$ cat src/rtl/reg_wb_pkg.sv
// Shared widths and the queued write-back entry type for reg_wb_queue.
// DATA_WIDTH / REG_DEPTH may be overridden by the `DATA_WIDTH / `REG_DEPTH macros.
`ifndef DATA_WIDTH
`define DATA_WIDTH 32
`endif
`ifndef REG_DEPTH
`define REG_DEPTH 32
`endif

package reg_wb_pkg;

    localparam int unsigned DATA_WIDTH = `DATA_WIDTH;
    localparam int unsigned REG_DEPTH  = `REG_DEPTH;
    localparam int unsigned QDEPTH     = 4;
    localparam int unsigned AW         = $clog2(REG_DEPTH);
    localparam int unsigned AW_Q       = $clog2(QDEPTH);
    localparam int unsigned CW         = AW_Q + 1;

    typedef struct packed {
        logic [AW-1:0]         addr;
        logic [DATA_WIDTH-1:0] data;
    } wb_entry_t;

endpackage

$ cat src/rtl/reg_wb_match.sv
// Youngest-match search over the pending queue entries, walked in age order
// starting at the head pointer.
module reg_wb_match
    import reg_wb_pkg::*;
(
    input  wb_entry_t              i_entries [QDEPTH],
    input  logic [AW_Q-1:0]        i_head,
    input  logic [CW-1:0]          i_count,
    input  logic [AW-1:0]          i_addr,
    output logic                   o_hit,
    output logic [DATA_WIDTH-1:0]  o_fwd
);

    logic [AW_Q-1:0] w_idx   [QDEPTH];
    logic            w_valid [QDEPTH];

    for (genvar g = 0; g < QDEPTH; g++) begin : g_age
        assign w_idx[g]   = i_head + AW_Q'(g);
        assign w_valid[g] = CW'(g) < i_count;
    end

    // Later (younger) matches overwrite earlier ones.
    always_comb begin
        o_hit = 1'b0;
        o_fwd = '0;
        for (int i = 0; i < int'(QDEPTH); i++) begin
            if (w_valid[i] && (i_addr != '0) && (i_entries[w_idx[i]].addr == i_addr)) begin
                o_hit = 1'b1;
                o_fwd = i_entries[w_idx[i]].data;
            end
        end
    end

endmodule

$ cat src/rtl/reg_wb_queue.sv
// Write-back queue feeding the register-file write port, one write per cycle.
// Optional bypass lookup of pending results enabled by macro WB_BYPASS_EN.
module reg_wb_queue
    import reg_wb_pkg::*;
(
    input  logic                   clk_i,
    input  logic                   rst_ni,
    input  logic                   push_valid_i,
    output logic                   push_ready_o,
    input  logic [AW-1:0]          push_addr_i,
    input  logic [DATA_WIDTH-1:0]  push_data_i,
    input  logic                   wb_hold_i,
    output logic [AW-1:0]          rd_addr_o,
    output logic [DATA_WIDTH-1:0]  rd_data_o,
    output logic                   RegWrite_o,
    input  logic [AW-1:0]          rs1_addr_i,
    input  logic [AW-1:0]          rs2_addr_i,
    output logic                   rs1_hit_o,
    output logic [DATA_WIDTH-1:0]  rs1_fwd_o,
    output logic                   rs2_hit_o,
    output logic [DATA_WIDTH-1:0]  rs2_fwd_o,
    output logic [CW-1:0]          count_o,
    output logic                   empty_o
);

    wb_entry_t       r_mem [QDEPTH];
    logic [AW_Q:0]   r_wr_ptr;
    logic [AW_Q:0]   r_rd_ptr;

    logic            w_full;
    logic            w_empty;
    logic            w_push;
    logic            w_pop;
    logic [AW_Q-1:0] w_head;

    assign w_head  = r_rd_ptr[AW_Q-1:0];
    assign w_empty = (r_wr_ptr == r_rd_ptr);
    assign w_full  = (r_wr_ptr[AW_Q] != r_rd_ptr[AW_Q]) &&
                     (r_wr_ptr[AW_Q-1:0] == r_rd_ptr[AW_Q-1:0]);
    assign w_pop   = !w_empty && !wb_hold_i;
    // x0 pushes complete the handshake but are dropped.
    assign w_push  = push_valid_i && !w_full && (push_addr_i != '0);

    always_ff @(posedge clk_i or negedge rst_ni) begin
        if (!rst_ni) begin
            r_wr_ptr <= '0;
            r_rd_ptr <= '0;
        end else begin
            if (w_push) r_wr_ptr <= r_wr_ptr + (AW_Q+1)'(1);
            if (w_pop)  r_rd_ptr <= r_rd_ptr + (AW_Q+1)'(1);
        end
    end

    always_ff @(posedge clk_i or negedge rst_ni) begin
        if (!rst_ni) begin
            for (int i = 0; i < int'(QDEPTH); i++) begin
                r_mem[i] <= '0;
            end
        end else if (w_push) begin
            r_mem[r_wr_ptr[AW_Q-1:0]] <= '{addr: push_addr_i, data: push_data_i};
        end
    end

    assign push_ready_o = !w_full;
    assign RegWrite_o   = w_pop;
    assign rd_addr_o    = w_empty ? '0 : r_mem[w_head].addr;
    assign rd_data_o    = w_empty ? '0 : r_mem[w_head].data;
    assign count_o      = CW'(r_wr_ptr - r_rd_ptr);
    assign empty_o      = w_empty;

`ifdef WB_BYPASS_EN
    reg_wb_match u_match_rs1 (
        .i_entries (r_mem),
        .i_head    (w_head),
        .i_count   (count_o),
        .i_addr    (rs1_addr_i),
        .o_hit     (rs1_hit_o),
        .o_fwd     (rs1_fwd_o)
    );

    reg_wb_match u_match_rs2 (
        .i_entries (r_mem),
        .i_head    (w_head),
        .i_count   (count_o),
        .i_addr    (rs2_addr_i),
        .o_hit     (rs2_hit_o),
        .o_fwd     (rs2_fwd_o)
    );
`else
    logic w_unused_bypass;

    assign w_unused_bypass = ^{rs1_addr_i, rs2_addr_i};
    assign rs1_hit_o = 1'b0;
    assign rs1_fwd_o = '0;
    assign rs2_hit_o = 1'b0;
    assign rs2_fwd_o = '0;
`endif

endmodule

$ cat config.mk
export PLATFORM = sky130hd
export DESIGN_NAME = reg_wb_queue
export DESIGN_NICKNAME = d
export VERILOG_FILES = /design/src/rtl/reg_wb_pkg.sv /design/src/rtl/reg_wb_match.sv /design/src/rtl/reg_wb_queue.sv
export SDC_FILE = /design/constraint.sdc
export NUM_CORES = 1
export LEC_CHECK = 0
export ABC_AREA = 0
export BUFFER_PORTS_ARGS = -buffer_cell sky130_fd_sc_hd__buf_2
export CAP_MARGIN = 10
export CORE_MARGIN = 2
export CORE_UTILIZATION = 61
export CTS_BUF_LIST = sky130_fd_sc_hd__clkbuf_4 sky130_fd_sc_hd__clkbuf_8
export DETAILED_ROUTE_END_ITERATION = 8
export PLACE_DENSITY = 0.95
export SYNTH_ARGS = -nofsm -noshare
export SYNTH_HDL_FRONTEND = slang
export SYNTH_SLANG_ARGS = --single-unit
$ cat constraint.sdc
create_clock -name clk_i -period 6.05 [get_ports clk_i]
set_input_delay 0.3025 -clock clk_i [delete_from_list [all_inputs] [get_ports clk_i]]
set_output_delay 0.3025 -clock clk_i [all_outputs]
set_load 0.02 [all_outputs]
== Word-level counts from Yosys, hierarchy flattened ==
Index checks and enable logic that the tools add are counted.
W data, S select, Z words.

* Flip-flop bits (word level): 154
* Bits of input ports: 51
* Output and inout port bits: 109

* Add/sub/neg operators: 3
* Magnitude comparators: 3
* Equality and inequality tests: 3
* Muxes and demuxes: 8
* Bitwise logic cells: 2
* Reductions and logical operators: 9

{| class="wikitable"
|+ Operators with widths
! operator !! count
|-
| $bwmux W148 || 1
|-
| $mux W37 || 3
|-
| $bmux W37 S2 || 1
|-
| $demux W37 S2 || 1
|-
| $mux W32 || 1
|-
| $add A3 B1 Y3 const B || 2
|-
| $ge A3 B3 Y1 const B || 2
|-
| $not A2 Y3 || 2
|-
| $logic_and A1 B1 Y1 || 5
|-
| $mux W5 || 1
|-
| $reduce_bool A5 Y1 || 1
|-
| $eq A3 B3 Y1 || 1
|-
| $logic_not A1 Y1 || 3
|-
| $lt A3 B1 Y1 const B || 1
|-
| $sub A3 B3 Y3 || 1
|-
| $eq A2 B2 Y1 || 1
|-
| $ne A1 B1 Y1 || 1
|}

== Depth between registers and ports, before layout ==
* Depth after elaboration: 6
* Depth in mapped cells: 10
* Mapped depth without buffers: 6

== Worst setup path before layout ==
Ideal clock, no wire load.

* Path kind: register -> register
* From: register r_rd_ptr[1]
* To: register r_mem[116] (netlist name)
* Setup time: 0.125 ns
* Arrival: 2.579 ns
* Required time: 5.925 ns
* Slack: 3.346 ns
* Stages on the path, launching flop included: 10
* Path buffers: 3
* Period minus slack after synthesis: 2.704 ns
* Path through: dfrtp_1 clkbuf_1 clkbuf_1 inv_1 ha_1 nand2_1 o22ai_2 nor2_2 buf_2 mux2_2

* Word-level cells in the longest chain between the ends: 5

{| class="wikitable"
|+ RTL lines
! what !! RTL line !! RTL
|-
| from (decl) || reg_wb_queue.sv:28 || <nowiki>logic [AW_Q:0] r_rd_ptr;</nowiki>
|-
| from (signal assigned) || reg_wb_queue.sv:50 || <nowiki>if (w_pop) r_rd_ptr <= r_rd_ptr + (AW_Q+1)'(1);</nowiki>
|-
| $eq A2 B2 Y1 || reg_wb_queue.sv:39 || <nowiki>(r_wr_ptr[AW_Q-1:0] == r_rd_ptr[AW_Q-1:0]);</nowiki>
|-
| $logic_and A1 B1 Y1 || reg_wb_queue.sv:38 || <nowiki>assign w_full = (r_wr_ptr[AW_Q] != r_rd_ptr[AW_Q]) &&</nowiki>
|-
| $logic_not A1 Y1 || reg_wb_queue.sv:42 || <nowiki>assign w_push = push_valid_i && !w_full && (push_addr_i != '0);</nowiki>
|-
| $logic_and A1 B1 Y1 (2 in a row) || reg_wb_queue.sv:42 ||
|-
| to (signal, indexed assignment) || reg_wb_queue.sv:60 || <nowiki>r_mem[r_wr_ptr[AW_Q-1:0]] <= '{addr: push_addr_i, data: push_data_i};</nowiki>
|-
| to (decl) || reg_wb_queue.sv:26 || <nowiki>wb_entry_t r_mem [QDEPTH];</nowiki>
|}

Every way passes these cells.
A chain may end at the register's enable or synchronous reset.

== Worst setup path in the final report ==
* From: register r_rd_ptr[1]
* To: output port rd_data_o[30]

* Word-level cells in the longest chain between the ends: 5

{| class="wikitable"
|+ RTL lines
! what !! RTL line !! RTL
|-
| $not A2 Y3 (implied by the code) || reg_wb_queue.sv:67 || <nowiki>assign rd_data_o = w_empty ? '0 : r_mem[w_head].data;</nowiki>
|-
| $bmux W37 S2 || reg_wb_queue.sv:67 ||
|-
| $mux W37 (implied by the code) || reg_wb_queue.sv:67 ||
|-
| $mux W37 || n/a ||
|-
| $mux W32 * || reg_wb_queue.sv:67 ||
|-
| to (decl) || reg_wb_queue.sv:14 || <nowiki>output logic [DATA_WIDTH-1:0] rd_data_o,</nowiki>
|}

Mark *: on every way between the ends. The rest lies on a longest branch, timed or not. The select of a mux whose other input is x is not followed.

==> impl_metrics.csv <==
group,metric,value,unit
worst_setup_path,cp_slowest_cell,"dfrtp_2",
cts,ctsLongestPathBuffers,2,
worst_setup_path,crit_start,"r_rd_ptr[1]",
worst_setup_path,path_buf_inv,2,
timing,timing.final.crit_share,0.579,
final_layout,final_cell_mix,"dfrtp_1 (152), mux2_2 (147), buf_2 (82)",
place,placed_area,0.00780,mm²
die,die_area,0.0132,mm²
route,drtPass1Iterations,5,
worst_setup_path,cp.depth,5,
route,via_count,4221,
grt,grt_pass1_vias,4612,
timing,setup_tns,0,ns
timing,clock.fmax,285,MHz
power_and_ir_drop,pwr-share-clk,0.168,
outcome,status,"complete, no violations",
power_and_ir_drop,p_comb_frac,0.489,
power_and_ir_drop,p_sw,2100,µW
timing,slew_headroom,0.281,
timing,min_period,3.51,ns
timing,hold_viol,0,
die,std_cell_rows,40,
grt,grt_pass1_wl,23.5,mm
synth,synth_cell_type_count,25,
place,gp_congestion,0.746,
die,die_y,115,µm
route,wire_per_inst,19.5,µm
worst_setup_path,cpLargestDelayFamily,"flip-flops",
final_layout,fill_cells,782,
worst_setup_path,cp.required,5.75,ns
grt,grt_remaining_overflow,0,
worst_setup_path,rr_startpoint,"r_rd_ptr[1]",
die,core_area,0.0120,mm²
power_and_ir_drop,powerDensity,671,mW/mm²
final_layout,multiInputGateArea,0.00328,mm²
cts,path_clk_slew,0.09,ns
worst_setup_path,worstSetupStartpointType,"flip-flop",
timing,setup_viol,0,
die,ioPinCount,160,
final_layout,layout_commonest_cell,"dfrtp_1",
final_layout,final_util,0.692,
worst_setup_path,regToRegEndpoint,"r_mem[62]",
synth,syn_area_per_cell,14.8,µm²
place,port_buffers,83,
route,antenna_left,0,
cts,h-tree-depth,4,
timing,rsz0062_at_grt,"no",
final_layout,syn_to_final_growth,10.6,%
worst_hold_path,min_path_type,"primary input to flip-flop",
final_layout,stdcell_area,0.00831,mm²
worst_setup_path,critPathCapture,"rd_data_o[30]",
cts,cts_tree,"yes",
worst_setup_path,worst_setup_path_end_kind,"output pin",
power_and_ir_drop,power_frac_seq,0.343,
worst_setup_path,cp_cell_sequence,"inv_1 > ha_1 > and3_2 > nor2b_1 > buf_2",
cts,clock-root-buffer,"clkbuf_8",
worst_setup_path,crit_path_max_fanout,40,
worst_setup_path,r2r.worst_path.cells,7,
power_and_ir_drop,irDropWorstVdd,0.000385,V
timing,worst_pin_slew,1.08,ns
synth,ys_warn_count,0,
cts,cts_inserted_buffers,17,
worst_setup_path,r2r_slack,2.67,ns
worst_setup_path,critical_path_class,"flip-flop to output pin",
die,die_w,115,µm
timing,holdWs,0.110,ns
place,post-place-cells,716,
worst_setup_path,critPathMaxStageDelay,1.09,ns
grt,antenna_found_initial,1,
synth,yosysSeqAreaShare,0.513,
power_and_ir_drop,p_leak,0.00370,µW
timing,fin_skew,0.0123,ns
cts,cts_num_sinks,154,
final_layout,nets,648,
job,drv_cap,0,
final_layout,drive_gt1_frac,0.523,
route,drt_wl_total,14.6,mm
route,drt_iter0_markers,165,
grt,grtUsageTotal,0.235,
synth,netlist_area,0.00751,mm²
power_and_ir_drop,p_int,3480,µW
cts,clk_latency,0.46,ns
final_layout,seqCellArea,0.00386,mm²
synth,netlist_instances,506,
power_and_ir_drop,switching_share,0.376,
grt,grt_max_degree,83,
timing,drv_slew,0,
place,dp_hpwl,9.16,mm
worst_setup_path,cp.arrival,3.20,ns
die,start_util,0.625,
final_layout,layout.cells.non_filler,750,
route,drt-vias-per-instance,5.63,
synth,synth-seq-cells,154,
route,drc,0,
state kept, by name, summed over array words and instances (netlist names):
name and count:
r_mem 148, r_rd_ptr 3, r_wr_ptr 3
power by group through the flow:
| stage | Clock (µW) | Sequential, µW | Combinational, µW |
|---|---|---|---|
| floorplan | 0 | 1750 | 2150 |
| global placement | 0 | 1840 | 2650 |
| detailed placement | 0 | 1910 | 2740 |
| CTS | 955 | 1900 | 2760 |
| global route | 993 | 1960 | 2930 |
| finish | 938 | 1910 | 2730 |
synthesized netlist by cell type (all sizes together):
master	n	area, µm²
a31oi	1	6.26
xor2	2	17.5
dfrtp	154	3850
mux2	149	1680
and3	1	6.26
nor2b	37	231
clkbuf	9	33.8
mux4	37	833
nor2	4	22.5
ha	7	87.6
conb	1	3.75
nand2	7	26.3
o211ai	1	7.51
fa	1	20.0
or2	1	6.26
or4	1	11.3
xnor2	4	35.0
o21ai	1	5.00
buf	82	594
o22ai	1	12.5
inv	5	18.8
worst reg2reg max path, delay by kind of cell (launching register included):
family	cells	cell delay, ns
compound gates	1	0.18
flops	1	1.09
simple gates	2	0.63
fa+ha+maj	1	0.36
buf+inv	2	0.61
mux	1	0.41
metal layers:
layer | vias to the layer above | GRT usage | routed length [µm]
met3 | 24 | 0.0564 | 719
met1 | 2231 | 0.289 | 5990
met2 | 140 | 0.400 | 7640
li1 | 1826 | - | -
met4 | 0 | 0.102 | 282
met5 | - | 0 | 0
per-stage QoR:
step / power (µW) / setup slack [ns]
after floorplan: 3900 / 3.35
after global placement: 4490 / 2.74
after detailed placement: 4650 / 2.69
after CTS: 5610 / 2.51
after global routing: 5880 / 2.42
final: 5580 / 2.54
cell families after synthesis:
family,after synthesis,share of synthesized area
buffers and inverters,96,0.0861
muxes,186,0.334
AOI/OAI and AO/OA,4,0.00416
and+or+nand+nor,51,0.0405
other,1,0.000499
DFF,154,0.513
adders and majority gates,8,0.0143
xor gates and xnor gates,6,0.00700
final cells by class:
type                       instances  share of cell area
timing repair buffer              90              0.0574
tap                              147              0.0221
multi-input combinational        321               0.394
antenna                            1            0.000301
sequential                       154               0.464
clock inverter                    13              0.0288
clock buffer                      19              0.0307
inverter                           5             0.00226
how the worst min path moves through the flow:
stage               depth (start not counted)      startpoint  slack, ns         to
floorplan                                   0          rst_ni      0.007   r_mem[0]
global placement                            1          rst_ni       0.33  r_mem[26]
detailed placement                          1          rst_ni       0.35  r_mem[26]
CTS                                         2  push_data_i[0]       0.08   r_mem[0]
global route                                2  push_data_i[3]        0.1  r_mem[77]
finish                                      2  push_data_i[0]       0.11   r_mem[0]
repair_timing:
| item | in CTS | in global routing |
|---|---|---|
| hold buffers | 1 | 0 |
| endpoints found under the hold margin | 72 | 0 |
| gates resized for setup | 0 | 0 |
| buffers inserted | 0 | 0 |
No activity file was read; power rests on OpenSTA's default activity.
